===== config.mk =====
export PLATFORM = sky130hd
export DESIGN_NAME = nes_joypad
export DESIGN_NICKNAME = d
export VERILOG_FILES = /design/src/rtl/nes_joypad.sv
export SDC_FILE = /design/constraint.sdc
export NUM_CORES = 1
export LEC_CHECK = 0
export CAP_MARGIN = 0
export CORE_AREA = 2 2 177 179
export DETAILED_ROUTE_END_ITERATION = 8
export DIE_AREA = 0 0 179 181
export PLACE_DENSITY = 0.83
export SKIP_CTS_REPAIR_TIMING = 1
export SYNTH_ARGS = -nofsm -noshare
export SYNTH_HDL_FRONTEND = slang
export SYNTH_SLANG_ARGS = --single-unit

===== constraint.sdc =====
create_clock -name clk -period 2.4 [get_ports clk]
set_input_delay 0.24 -clock clk [delete_from_list [all_inputs] [get_ports clk]]
set_output_delay 0.24 -clock clk [all_outputs]
set_load 0.01 [all_outputs]

===== src/rtl/nes_joypad.sv =====
// nes_joypad: two NES controller ports with synchronized, debounced buttons and 4021-style serial readout
module nes_joypad #(
  parameter int          SYNC_STAGES     = 2,
  parameter logic [15:0] DEBOUNCE_CYCLES = 16'd50000,
  parameter bit          BLOCK_OPPOSING  = 1'b0
) (
  input  logic        clk,
  input  logic        rst,
  input  logic        strobe_i,
  input  logic [1:0]  read_i,
  input  logic [7:0]  btn_p1_i,
  input  logic [7:0]  btn_p2_i,
  output logic [1:0]  ctrl_data_o,
  output logic [15:0] btn_state_o
);
  logic [15:0] sync_q [SYNC_STAGES];
  logic [15:0] synced;
  logic [15:0] db;
  logic [15:0] db_cnt [16];
  logic [7:0]  sr [2];
  logic [3:0]  sr_cnt [2];
  assign synced = sync_q[SYNC_STAGES-1];
  assign ctrl_data_o = {sr[1][0], sr[0][0]};
  function automatic logic [7:0] filt(input logic [7:0] b);
    logic ud, lr;
    ud = BLOCK_OPPOSING && b[4] && b[5];
    lr = BLOCK_OPPOSING && b[6] && b[7];
    return {b[7:6] & {2{!lr}}, b[5:4] & {2{!ud}}, b[3:0]};
  endfunction
  // multi-flop synchronizer for the asynchronous button inputs
  always_ff @(posedge clk) begin
    if (rst) begin
      for (int i = 0; i < SYNC_STAGES; i++) sync_q[i] <= '0;
    end else begin
      sync_q[0] <= {btn_p2_i, btn_p1_i};
      for (int i = 1; i < SYNC_STAGES; i++) sync_q[i] <= sync_q[i-1];
    end
  end
  // per-bit debounce: accept a new level only after it has been stable long enough
  always_ff @(posedge clk) begin
    if (rst) begin
      db <= '0;
      for (int b = 0; b < 16; b++) db_cnt[b] <= '0;
    end else begin
      for (int b = 0; b < 16; b++) begin
        if (DEBOUNCE_CYCLES == 16'd0) db[b] <= synced[b];
        else if (synced[b] == db[b]) db_cnt[b] <= '0;
        else if (db_cnt[b] == DEBOUNCE_CYCLES - 16'd1) begin
          db[b] <= synced[b];
          db_cnt[b] <= '0;
        end else db_cnt[b] <= db_cnt[b] + 16'd1;
      end
    end
  end
  // registered opposing-direction filter output
  always_ff @(posedge clk) begin
    if (rst) btn_state_o <= '0;
    else btn_state_o <= {filt(db[15:8]), filt(db[7:0])};
  end
  // per-port parallel load while strobed, shift in ones on each read otherwise
  always_ff @(posedge clk) begin
    if (rst) begin
      for (int p = 0; p < 2; p++) begin
        sr[p] <= '0;
        sr_cnt[p] <= '0;
      end
    end else begin
      for (int p = 0; p < 2; p++) begin
        if (strobe_i) begin
          sr[p] <= btn_state_o[p*8 +: 8];
          sr_cnt[p] <= '0;
        end else if (read_i[p]) begin
          sr[p] <= {1'b1, sr[p][7:1]};
          sr_cnt[p] <= (sr_cnt[p] == 4'd8) ? 4'd8 : sr_cnt[p] + 4'd1;
        end
      end
    end
  end
endmodule


==> flow_summary_export.csv <==
group,metric,value,unit
run_status,status,"finished, final reports clean",
synth,ys_top_cells_by_area,"edfxtp_1 (49%), xnor2_1 (9.8%), dfxtp_1 (7.9%)",
synth,synth-xor-area-share,12.1,%
grt,grt-ovfl-total,0,
synth,syn_inst,1536,
clock_tree,cts-root-buf,"clkbuf_16",
synth,syn_area,16600,sq um
floorplanning,num_rows,64,
grt,grt_pass1_vias,11500,
timing,maxSlewHeadroom,61.2,%
synth,synth_top_area_share,49.1,%
route,wirelength,30.4,mm
setup_path,start_kind,"register",
clock_tree,cts.htree.levels,2,
clock_tree,insertion_delay,0.51,ns
placed_design,portBuffers,38,
power_and_ir_drop,power.density_cell_area,649,nW/um^2
run,maxCapViolCount,0,
timing,finalCritPeriodShare,95.7,%
setup_path,cp_data_arrival_time,2.56,ns
grt,grt_use_total,19.3,%
timing,setup_viol,0,
grt,grt_max_degree,52,
synth,ys_types,45,
clock_tree,numCtsBuffers,36,
power_and_ir_drop,sequentialPowerShare,53.1,%
cells_and_area,nets,1884,
floorplanning,io_pins,39,
setup_path,end_kind,"register",
placed_design,dp_hpwl,21.1,mm
timing,fmax,435,MHz
power_and_ir_drop,p_leak,6.77,nW
power_and_ir_drop,swShare,21.3,%
floorplanning,core-area,30300,sq um
setup_path,required,2.66,ns
setup_path,crit_fanout,14,
synth,ys_ff_latch,336,
timing,period_needed,2.30,ns
route,drc,0,
floorplanning,die_h,181,um
timing,tns,0,ns
synth,synth_edf_count,271,
synth,yosys_warnings,0,
synth,synth-adder-area-share,1.21,%
synth,ys.flop_type,"edfxtp_1",
cells_and_area,area_growth,18.3,%
route,vias_per_cell,5.19,
route,drt_iter0_drc,867,
clock_tree,clockBufferDepth,3,
cells_and_area,layout-drive-gt1-share,5.18,%
timing,finalHoldViolCount,0,
route,routedWlPerCell,13.4,um
power_and_ir_drop,clkPwrFrac,42.6,%
route,drtPass1Iterations,5,
power_and_ir_drop,pwr-share-comb,4.3,%
floorplanning,start_util,54.6,%
floorplanning,die-area,32400,sq um
timing,fin_skew,0.0109,ns
route,ant_nets,0,
synth,muxShareOfSynthArea,0.672,%
cells_and_area,antenna_cells,0,
setup_path,crit_type,"reg2reg",
worst_hold_path,holdCritPathClass,"in2reg",
clock_tree,path_clk_slew,0.06,ns
timing,drv_slew,0,
clock_tree,clock-sinks,336,
route,via_count,11800,
synth,yosys.area_share.simple,24.9,%
synth,synth-compound-area-share,1.90,%
synth,syn_avg_cell_area,10.8,sq um
timing,tightest_slew,0.581,ns
synth,synth-async-reset-ratio,0,%
grt,grt_pass1_wl,52.1,mm
synth,yosysSeqAreaShare,57.0,%
synth,yosysTopAreaCell,"edfxtp_1",
power_and_ir_drop,ir_drop,573,uV
power_and_ir_drop,p_sw,2.71,mW
timing,grt_setup_unrepaired,"no",
power_and_ir_drop,power,12.7,mW
grt,antenna_found_initial,1,
power_and_ir_drop,internal-power,10.0,mW
clock_tree,cts_tree,"done",
placed_design,gp_congestion,0.834,
floorplanning,fp.dieW,179,um
synth,synth_top_family_by_area,"simple AND/OR/NAND/NOR gates",
critical path, cell delays in order (launching register included):
cell and delay [ns]:
edfxtp_1 0.46, or4b_2 0.64, or4_1 0.59, nand2_1 0.15
buf_12 0.15, nor2_1 0.05
Yosys cell counts (12+ instances only):
| cell type | number |
|---|---|
| xnor2_1 | 186 |
| nand3_1 | 82 |
| edfxtp_1 | 271 |
| inv_1 | 41 |
| xor2_1 | 43 |
| dfxtp_1 | 65 |
| o21ai_0 | 12 |
| a22oi_1 | 13 |
| clkbuf_1 | 34 |
| ha_1 | 16 |
| or3_1 | 17 |
| nand4_1 | 73 |
| nor4_1 | 61 |
| and3_1 | 16 |
| a21oi_1 | 14 |
| nor2b_1 | 52 |
| or4_1 | 13 |
| nor2_1 | 301 |
| nor3_1 | 62 |
| nand2_1 | 64 |
state kept, by name (all words and copies together) (netlist names):
signal,count
sync_q,32
db_cnt,256
db,16
sr,16
btn_state_o,16
layer usage:
metal | track usage, % | part of all wire, % | up-vias
met5 | 0 | 0.053 | -
met4 | 5.72 | 2.1 | 2
met3 | 3.41 | 4.4 | 58
met2 | 33.2 | 50 | 243
met1 | 24.9 | 43 | 5572
li1 | - | - | 5903
area by class of cell:
class,count,area (sq um)
clock buffer,46,1030
clock inverter,18,134
fill,2302,10800
inverter,41,154
multi-input combinational,1365,7720
sequential,336,9440
tap,396,495
timing repair buffer,67,621
cell usage in the layout, fill, tap and decap left out, drive strengths merged, types with 43 or more instances in the layout:
cell,synthesis,layout
edfxtp,271,271
nor2,301,301
nand3,82,82
nor2b,52,52
nor3,62,62
nand4,73,73
nand2,64,64
nor4,61,61
dfxtp,65,65
clkbuf,34,46
xor2,43,43
conb,1,256
xnor2,186,186
power by group through the flow:
stage	registers (mW)	logic (mW)	clock network, mW
4_1_cts	6.74	0.532	5.54
6_report	6.75	0.545	5.41
2_1_floorplan	6.80	0.415	0
3_3_place_gp	6.85	0.514	0
3_5_place_dp	6.86	0.524	0
5_1_grt	6.78	0.621	5.76
through the flow:
stage / cell area (sq um) / std cells / setup WS (ns) / util [%] / hold WS [ns]
detailed placement: 18400 / 2205 / 0.159 / 60.7 / 0.420
CTS: 19600 / 2269 / 0.137 / 64.5 / 0.205
finish: 19600 / 2269 / 0.103 / 64.6 / 0.212
floorplan: 17500 / 1791 / 0.147 / - / 0.368
global route: 19600 / 2269 / 0.0173 / 64.6 / 0.247
global placement: 18400 / 2205 / 0.201 / 60.7 / 0.418
cells by family (layout without fill, tap and decap cells):
family / Yosys count / after routing
other: 1 / 256
AOI/OAI and AO/OA: 49 / 49
DFF: 336 / 336
buffers and inverters: 90 / 172
adders and majority gates: 16 / 16
muxes: 11 / 11
xor gates and xnor gates: 229 / 229
and+or+nand+nor: 804 / 804
path summary, 6_finish.rpt:
| check | start | endpoint | slack (ns) | cells past startpoint |
|---|---|---|---|---|
| hold / removal | rst | sync_q[0][12] | 0.21 | 2 |
| setup reg to reg | db_cnt[0][59] | db_cnt[0][59] | 0.10 | 5 |
| setup / recovery | db_cnt[0][59] | db_cnt[0][59] | 0.10 | 5 |
| hold reg to reg | sync_q[0][15] | sync_q[0][31] | 0.43 | 1 |
(Power assumes the default switching activity.)
